[config.mk]
export PLATFORM = sky130hd
export DESIGN_NAME = seven_segment_scanner
export DESIGN_NICKNAME = d
export VERILOG_FILES = /design/src/rtl/seg_pkg.sv /design/src/rtl/hex_seg_decode.sv /design/src/rtl/seven_segment_scanner.sv
export SDC_FILE = /design/constraint.sdc
export NUM_CORES = 1
export LEC_CHECK = 0
export ABC_CLOCK_PERIOD_IN_PS = 2400
export BUFFER_PORTS_ARGS = -buffer_cell sky130_fd_sc_hd__buf_2
export CAP_MARGIN = 20
export CORE_UTILIZATION = 35
export CTS_BUF_LIST = sky130_fd_sc_hd__clkbuf_4 sky130_fd_sc_hd__clkbuf_8 sky130_fd_sc_hd__clkbuf_16
export DETAILED_ROUTE_END_ITERATION = 8
export SLEW_MARGIN = 20
export SYNTH_ARGS = -nofsm -noshare
export SYNTH_HDL_FRONTEND = slang
export SYNTH_SLANG_ARGS = --single-unit
[constraint.sdc]
create_clock -name clk -period 2.4 [get_ports clk]
set_input_delay 0.12 -clock clk [delete_from_list [all_inputs] [get_ports clk]]
set_output_delay 0.12 -clock clk [all_outputs]
set_load 0.01 [all_outputs]
[src/rtl/seg_pkg.sv]
// Seven-segment glyph table shared by the scanner and its decoder.
// Segment vectors are ordered {a,b,c,d,e,f,g} and are active-high; pin
// polarity is applied later in the scanner's output stage.
package seg_pkg;

  localparam logic [6:0] SEG_0   = 7'b1111110;
  localparam logic [6:0] SEG_1   = 7'b0110000;
  localparam logic [6:0] SEG_2   = 7'b1101101;
  localparam logic [6:0] SEG_3   = 7'b1111001;
  localparam logic [6:0] SEG_4   = 7'b0110011;
  localparam logic [6:0] SEG_5   = 7'b1011011;
  localparam logic [6:0] SEG_6   = 7'b1011111;
  localparam logic [6:0] SEG_7   = 7'b1110000;
  localparam logic [6:0] SEG_8   = 7'b1111111;
  localparam logic [6:0] SEG_9   = 7'b1111011;
  localparam logic [6:0] SEG_A   = 7'b1110111;
  localparam logic [6:0] SEG_B   = 7'b0011111;
  localparam logic [6:0] SEG_C   = 7'b1001110;
  localparam logic [6:0] SEG_D   = 7'b0111101;
  localparam logic [6:0] SEG_E   = 7'b1001111;
  localparam logic [6:0] SEG_F   = 7'b1000111;
  localparam logic [6:0] SEG_OFF = 7'b0000000;

  function automatic logic [6:0] hex_to_seg(input logic [3:0] nibble);
    logic [6:0] glyph;
    case (nibble)
      4'h0:    glyph = SEG_0;
      4'h1:    glyph = SEG_1;
      4'h2:    glyph = SEG_2;
      4'h3:    glyph = SEG_3;
      4'h4:    glyph = SEG_4;
      4'h5:    glyph = SEG_5;
      4'h6:    glyph = SEG_6;
      4'h7:    glyph = SEG_7;
      4'h8:    glyph = SEG_8;
      4'h9:    glyph = SEG_9;
      4'hA:    glyph = SEG_A;
      4'hB:    glyph = SEG_B;
      4'hC:    glyph = SEG_C;
      4'hD:    glyph = SEG_D;
      4'hE:    glyph = SEG_E;
      default: glyph = SEG_F;
    endcase
    return glyph;
  endfunction

endpackage

[src/rtl/hex_seg_decode.sv]
// Combinational hex nibble to seven-segment decoder.
// Ports:
//   nibble : 4-bit hex digit
//   seg    : {a,b,c,d,e,f,g}, active-high (1 = segment lit)
module hex_seg_decode
  import seg_pkg::*;
(
  input  logic [3:0] nibble,
  output logic [6:0] seg
);

  assign seg = hex_to_seg(nibble);

endmodule

[src/rtl/seven_segment_scanner.sv]
// Time-multiplexed seven-segment display driver.
// One digit is selected per refresh slot; each slot opens with BLANK_CYCLES
// of all-anodes-off to suppress ghosting. Displayed data lives in a shadow
// register that only changes at frame boundaries (or continuously while the
// display is disabled), so a frame never mixes old and new digits.
// Ports:
//   clk, rst   : clock and synchronous active-high reset
//   enable     : 0 = dark display, scan counters held at 0
//   value      : DIGITS hex nibbles, nibble 0 is the rightmost digit
//   dp_mask    : per-digit decimal point request
//   load       : capture value/dp_mask into the staging register
//   blank_lz   : suppress leading zero digits (digit 0 always shown)
//   seg, dp    : segments {a..g} and decimal point, pin polarity
//   an         : one-hot digit select, pin polarity
//   frame_done : one-cycle pulse at the first cycle of each new frame
module seven_segment_scanner #(
  parameter int DIGITS         = 4,
  parameter int REFRESH_DIV    = 50000,
  parameter int BLANK_CYCLES   = 2,
  parameter int SEG_ACTIVE_LOW = 1,
  parameter int AN_ACTIVE_LOW  = 1
) (
  input  logic                  clk,
  input  logic                  rst,
  input  logic                  enable,
  input  logic [4*DIGITS-1:0]   value,
  input  logic [DIGITS-1:0]     dp_mask,
  input  logic                  load,
  input  logic                  blank_lz,
  output logic [6:0]            seg,
  output logic                  dp,
  output logic [DIGITS-1:0]     an,
  output logic                  frame_done
);

  import seg_pkg::*;

  localparam int PRE_W = $clog2(REFRESH_DIV);
  localparam int IDX_W = (DIGITS > 1) ? $clog2(DIGITS) : 1;

  localparam logic [PRE_W-1:0] PRE_LAST = PRE_W'(REFRESH_DIV - 1);
  localparam logic [PRE_W-1:0] BLANK_TH = PRE_W'(BLANK_CYCLES);
  localparam logic [IDX_W-1:0] IDX_LAST = IDX_W'(DIGITS - 1);

  localparam logic [6:0]        SEG_IDLE = (SEG_ACTIVE_LOW != 0) ? 7'h7F : 7'h00;
  localparam logic              DP_IDLE  = (SEG_ACTIVE_LOW != 0);
  localparam logic [DIGITS-1:0] AN_IDLE  = (AN_ACTIVE_LOW != 0) ? {DIGITS{1'b1}}
                                                                 : {DIGITS{1'b0}};

  logic [PRE_W-1:0]    pre;
  logic [IDX_W-1:0]    idx;
  logic [4*DIGITS-1:0] staging_value;
  logic [DIGITS-1:0]   staging_dp;
  logic [4*DIGITS-1:0] shadow_value;
  logic [DIGITS-1:0]   shadow_dp;
  logic                pending;

  logic                frame_end;
  logic                commit_point;
  logic                update;

  // Stage p0: slot selection, digit mux, decode and polarity from (pre, idx, shadow)
  logic                slot_active_p0;
  logic [3:0]          nibble_p0;
  logic                dp_bit_p0;
  logic [DIGITS-1:0]   an_onehot_p0;
  logic                lz_blank_p0;
  logic                upper_zero_p0;
  logic [6:0]          seg_decoded_p0;
  logic [6:0]          seg_ah_p0;
  logic                dp_ah_p0;
  logic [DIGITS-1:0]   an_ah_p0;
  logic [6:0]          seg_pin_p0;
  logic                dp_pin_p0;
  logic [DIGITS-1:0]   an_pin_p0;

  assign frame_end    = (idx == IDX_LAST) && (pre == PRE_LAST);
  // While disabled the shadow tracks updates immediately; otherwise only at frame end.
  assign commit_point = !enable || frame_end;
  assign update       = load || pending;

  assign slot_active_p0 = enable && (pre >= BLANK_TH);

  // Walk from the most significant digit down, so upper_zero_p0 at digit i
  // means nibbles i..DIGITS-1 are all zero.
  always_comb begin
    nibble_p0     = 4'h0;
    dp_bit_p0     = 1'b0;
    an_onehot_p0  = '0;
    lz_blank_p0   = 1'b0;
    upper_zero_p0 = 1'b1;
    for (int i = DIGITS - 1; i >= 0; i--) begin
      upper_zero_p0 = upper_zero_p0 && (shadow_value[4*i +: 4] == 4'h0);
      if (idx == IDX_W'(i)) begin
        nibble_p0       = shadow_value[4*i +: 4];
        dp_bit_p0       = shadow_dp[i];
        an_onehot_p0[i] = 1'b1;
        lz_blank_p0     = upper_zero_p0 && (i != 0);
      end
    end
  end

  hex_seg_decode u_decode (
    .nibble (nibble_p0),
    .seg    (seg_decoded_p0)
  );

  // A blanked leading zero keeps its anode and decimal point so slot timing
  // and brightness stay uniform across digits.
  assign seg_ah_p0 = (slot_active_p0 && !(blank_lz && lz_blank_p0)) ? seg_decoded_p0 : SEG_OFF;
  assign dp_ah_p0  = slot_active_p0 && dp_bit_p0;
  assign an_ah_p0  = slot_active_p0 ? an_onehot_p0 : '0;

  assign seg_pin_p0 = (SEG_ACTIVE_LOW != 0) ? ~seg_ah_p0 : seg_ah_p0;
  assign dp_pin_p0  = (SEG_ACTIVE_LOW != 0) ? ~dp_ah_p0  : dp_ah_p0;
  assign an_pin_p0  = (AN_ACTIVE_LOW  != 0) ? ~an_ah_p0  : an_ah_p0;

  // Stage p1: registered pins, scan counters and value staging
  always_ff @(posedge clk) begin
    if (rst) begin
      pre           <= '0;
      idx           <= '0;
      staging_value <= '0;
      staging_dp    <= '0;
      shadow_value  <= '0;
      shadow_dp     <= '0;
      pending       <= 1'b0;
      seg           <= SEG_IDLE;
      dp            <= DP_IDLE;
      an            <= AN_IDLE;
      frame_done    <= 1'b0;
    end else begin
      seg        <= seg_pin_p0;
      dp         <= dp_pin_p0;
      an         <= an_pin_p0;
      frame_done <= enable && frame_end;

      if (!enable) begin
        pre <= '0;
        idx <= '0;
      end else if (pre == PRE_LAST) begin
        pre <= '0;
        idx <= (idx == IDX_LAST) ? '0 : idx + 1'b1;
      end else begin
        pre <= pre + 1'b1;
      end

      if (load) begin
        staging_value <= value;
        staging_dp    <= dp_mask;
        pending       <= 1'b1;
      end

      // A load arriving on the commit cycle bypasses staging and lands directly.
      if (commit_point) begin
        pending <= 1'b0;
        if (update) begin
          shadow_value <= load ? value   : staging_value;
          shadow_dp    <= load ? dp_mask : staging_dp;
        end
      end
    end
  end

endmodule
==> summary.md <==
| Metric | Value |
|---|---|
| # Post-CTS Setup Buffers | `0` |
| Area grow syn2layout | `18.3%` |
| Lkg Pwr | `about 0.0015 uW` |
| Post-synthesis register bit count | `slightly above 70` |
| TritonCTS buffer count | `9` |
| Drt total wl | `~6500 um` |
| CP max-delay cell | `dfxtp_1` |
| CTS tree | `yes` |
| DRC | `0` |
| Share of layout cells above drive strength 1 | `around 25%` |
| Slew Limit Fails | `0` |
| Pre-Repair DR Iteration Count | `4` |
| Worst Skew | `between 0.015 and 0.02 ns` |
| Endpoints failing setup | `0` |
| Final min period | `roughly 2.2 ns` |
| Initial Utilization | `36.3%` |
| Kind of critical path | `register to register` |
| Via count | `2380` |
| Period utilization | `a little over 90%` |
| Largest net degree at the start of global routing | `between 40 and 50` |
| Final Non-Filler Cells | `about 490` |
| Sequential share of power | `roughly half` |
| Post-Syn Nets | `about 370` |
| IO buf count | `37` |
| Crit path capture type | `register` |
| Max FO, Critical Path | `7` |
| Via density | `between 4 and 5` |
| RSZ-0062 raised after global routing | `false` |
| Number of global-route vias before repair | `~2400` |
| Core area | `slightly below 9000 um^2` |
| CP startpoint kind | `register` |
| Initial antenna violation count | `0` |
| Routed wire per std cell | `13.3 um` |
| NumNets Final | `411` |
| Gate power share | `between 7 and 8%` |
| Max cap viols | `0` |
| Initial DRC count | `between 50 and 60` |
| Max Freq | `452 MHz` |
| Clock slew at reported path FFs | `about 0.080 ns` |
| Hold_buf cts | `0` |
| Worst hold path class | `primary input to register` |
| Synth warnings | `0` |
| Worst vdd ir | `between 0.0002 and 0.0003 V` |
| CP cell instances | `inv_1 -> ha_1 -> buf_4 -> a221oi_1 -> buf_4 -> inv_1 -> ha_1 -> mux2i_1 -> mux2_2 -> nand2_1` |
| DRT antenna net count | `0` |
| GRT Util Overall | `14.7%` |
| Avg Cell Area, Syn | `just under 10 um^2` |
| Dpl cells | `471` |
| Synth cell types | `44` |
| Slowest stage delay, CP | `between 0.3 and 0.4 ns` |
| Internal power | `a little under 2000 uW` |
| Psw | `roughly 570 uW` |
| Worst skew pair latency | `~0.35 ns` |
| Setup TNS | `0 ns` |
| Die Span Y | `around 100 um` |
| Worst-Margin Slew | `0.578 ns` |
| Async set-reset flop share out of synthesis | `0%` |
| PD cells | `a little under 700 nW/um^2` |
| Status | `finished, final reports clean` |
| Post-CTS sizing | `0` |
| Routability cong. | `0.827` |
| Grt total ovfl | `0` |
| Die area | `between 9000 and 10000 um^2` |
| Num ports | `38` |
| Die Width | `around 100 um` |
| # diodes | `0` |
| Sw Share | `roughly 22%` |
| Clock buffer depth | `2` |
| Required @ worst endpoint | `between 2 and 3 ns` |
| # rows | `34` |
| Hold Fails Final Rpt | `0` |
| Primary FF master, synth | `dfxtp_1` |
| EDFF count, synth | `0` |
| Max-slew headroom | `between 60% and 70%` |
| Clk network pwr share | `between 40% and 50%` |
| Sequential share of the synthesized area | `a little under half` |
| Dpl hpwl | `4540 um` |
| First-pass GRT wire length | `between 10000 and 15000 um` |
| CP arrival | `2.45 ns` |
| Post-Syn Area | `approximately 3200 um^2` |
| Clock sinks | `72` |
| Clock root buffer | `clkbuf_8` |
| H-tree depth | `3` |
| Cells after Synth | `between 300 and 400` |
-- cells by family (layout without fill, tap and decap cells) --
logic type               Yosys count  in the layout  synth area share (%)
flip-flops                        72             72                  45.3
buffers and inverters             22             72                  3.38
adder cells (fa/ha/maj)           12             12                  4.72
AND/OR/NAND/NOR                  134            134                  20.6
XOR/XNOR                          14             14                  3.86
AO/OA/AOI/OAI                     29             29                  6.81
multiplexers                      46             46                  15.3
-- registers in the layout, indices dropped and copies added, names as in the netlist, 2 cells and up --
signal / flops
shadow_dp: 4
seg: 7
idx: 2
shadow_value: 16
staging_value: 16
pre: 16
staging_dp: 4
an: 4
-- power groups by stage --
stage	logic [uW]	registers, uW	clock network [uW]
3_3_place_gp	186	1280	0
5_1_grt	212	1260	1200
2_1_floorplan	132	1280	0
6_report	189	1250	1110
4_1_cts	191	1250	1140
3_5_place_dp	190	1280	0
-- path summary, 6_finish.rpt --
| kind | start | to | slack (ns) | cells past startpoint |
|---|---|---|---|---|
| min | value[3] | staging_value[3]$_SDFF_PP0_ | 0.04 | 3 |
| max | idx[1]$_SDFFE_PP0N_ | seg[3]$_SDFF_PP1_ | 0.19 | 10 |
| max reg2reg | idx[1]$_SDFFE_PP0N_ | seg[3]$_SDFF_PP1_ | 0.19 | 10 |
| min reg2reg | idx[0]$_SDFFE_PP0N_ | idx[0]$_SDFFE_PP0N_ | 0.49 | 2 |
-- through the flow --
| step | total power [uW] | hold WS (ns) | cell area [um^2] | worst slack, ns | util (%) |
|---|---|---|---|---|---|
| floorplan | 1410 | 0.296 | 3180 | 0.000636 | - |
| global placement | 1470 | 0.405 | 3520 | 0.176 | 40.2 |
| detailed placement | 1470 | 0.412 | 3520 | 0.134 | 40.2 |
| CTS | 2580 | 0.0357 | 3760 | 0.100 | 42.9 |
| global route | 2670 | 0.0479 | 3760 | 0.0149 | 42.9 |
| finish | 2550 | 0.0381 | 3760 | 0.187 | 42.9 |
-- layer usage --
| layer | wire length [um] | up-vias | GRT usage (%) |
|---|---|---|---|
| li1 | - | 1214 | - |
| met1 | 3130 | 1108 | 18.8 |
| met2 | 2960 | 45 | 23.5 |
| met3 | 244 | 13 | 3.09 |
| met4 | 157 | 0 | 7.58 |
| met5 | 0 | - | 0 |
-- cells in the final DEF (no fill, tap or decap), drive strengths merged, types with 3 or more instances in the layout --
cell     n
nand2   24
inv      7
nor2b   22
mux2    21
buf     49
o21ai    4
dfxtp   72
nor4     7
nand3b   3
nor3b    4
ha      12
mux2i   25
nand3   11
clkbuf  12
xor2     6
a21oi    8
nor3     4
xnor2    8
nor2    50
-- worst max-delay path, delay by kind of cell, from the launching register on --
family                   cells  cell delay (ns)
flip-flops                   1             0.38
AO/OA/AOI/OAI                1             0.31
adder cells (fa/ha/maj)      2             0.53
buffers and inverters        4             0.54
AND/OR/NAND/NOR              1             0.05
multiplexers                 2             0.29
-- synth_stat cells, types with 2 or more instances --
master,n,area (um^2)
ha_1,12,150
nand3b_1,3,22.5
a22oi_1,2,15.0
nor2_1,50,188
o21ai_0,4,20.0
mux2i_1,25,250
dfxtp_1,72,1440
mux2_2,21,236
xor2_1,6,52.6
a311o_1,2,20.0
clkbuf_1,8,30.0
nor2b_1,22,138
buf_1,2,7.51
nor3b_1,4,30.0
a21oi_1,8,40.0
inv_1,7,26.3
xnor2_1,8,70.1
nand3_1,11,55.1
nor4_1,7,43.8
nand2b_1,2,12.5
nor3_1,4,20.0
nand2_1,24,90.1
buf_6,3,33.8
o211ai_1,2,15.0
-- final cells by class --
cell class                      instances  area [um^2]
Multi-Input combinational cell        235         1640
Sequential cell                        72         1440
Fill cell                             859         5000
Clock inverter                          4         76.3
Inverter                                7         26.3
Tap cell                              108          135
Timing Repair Buffer                   49          288
Clock buffer                           12          159
(Power assumes the default switching activity.)
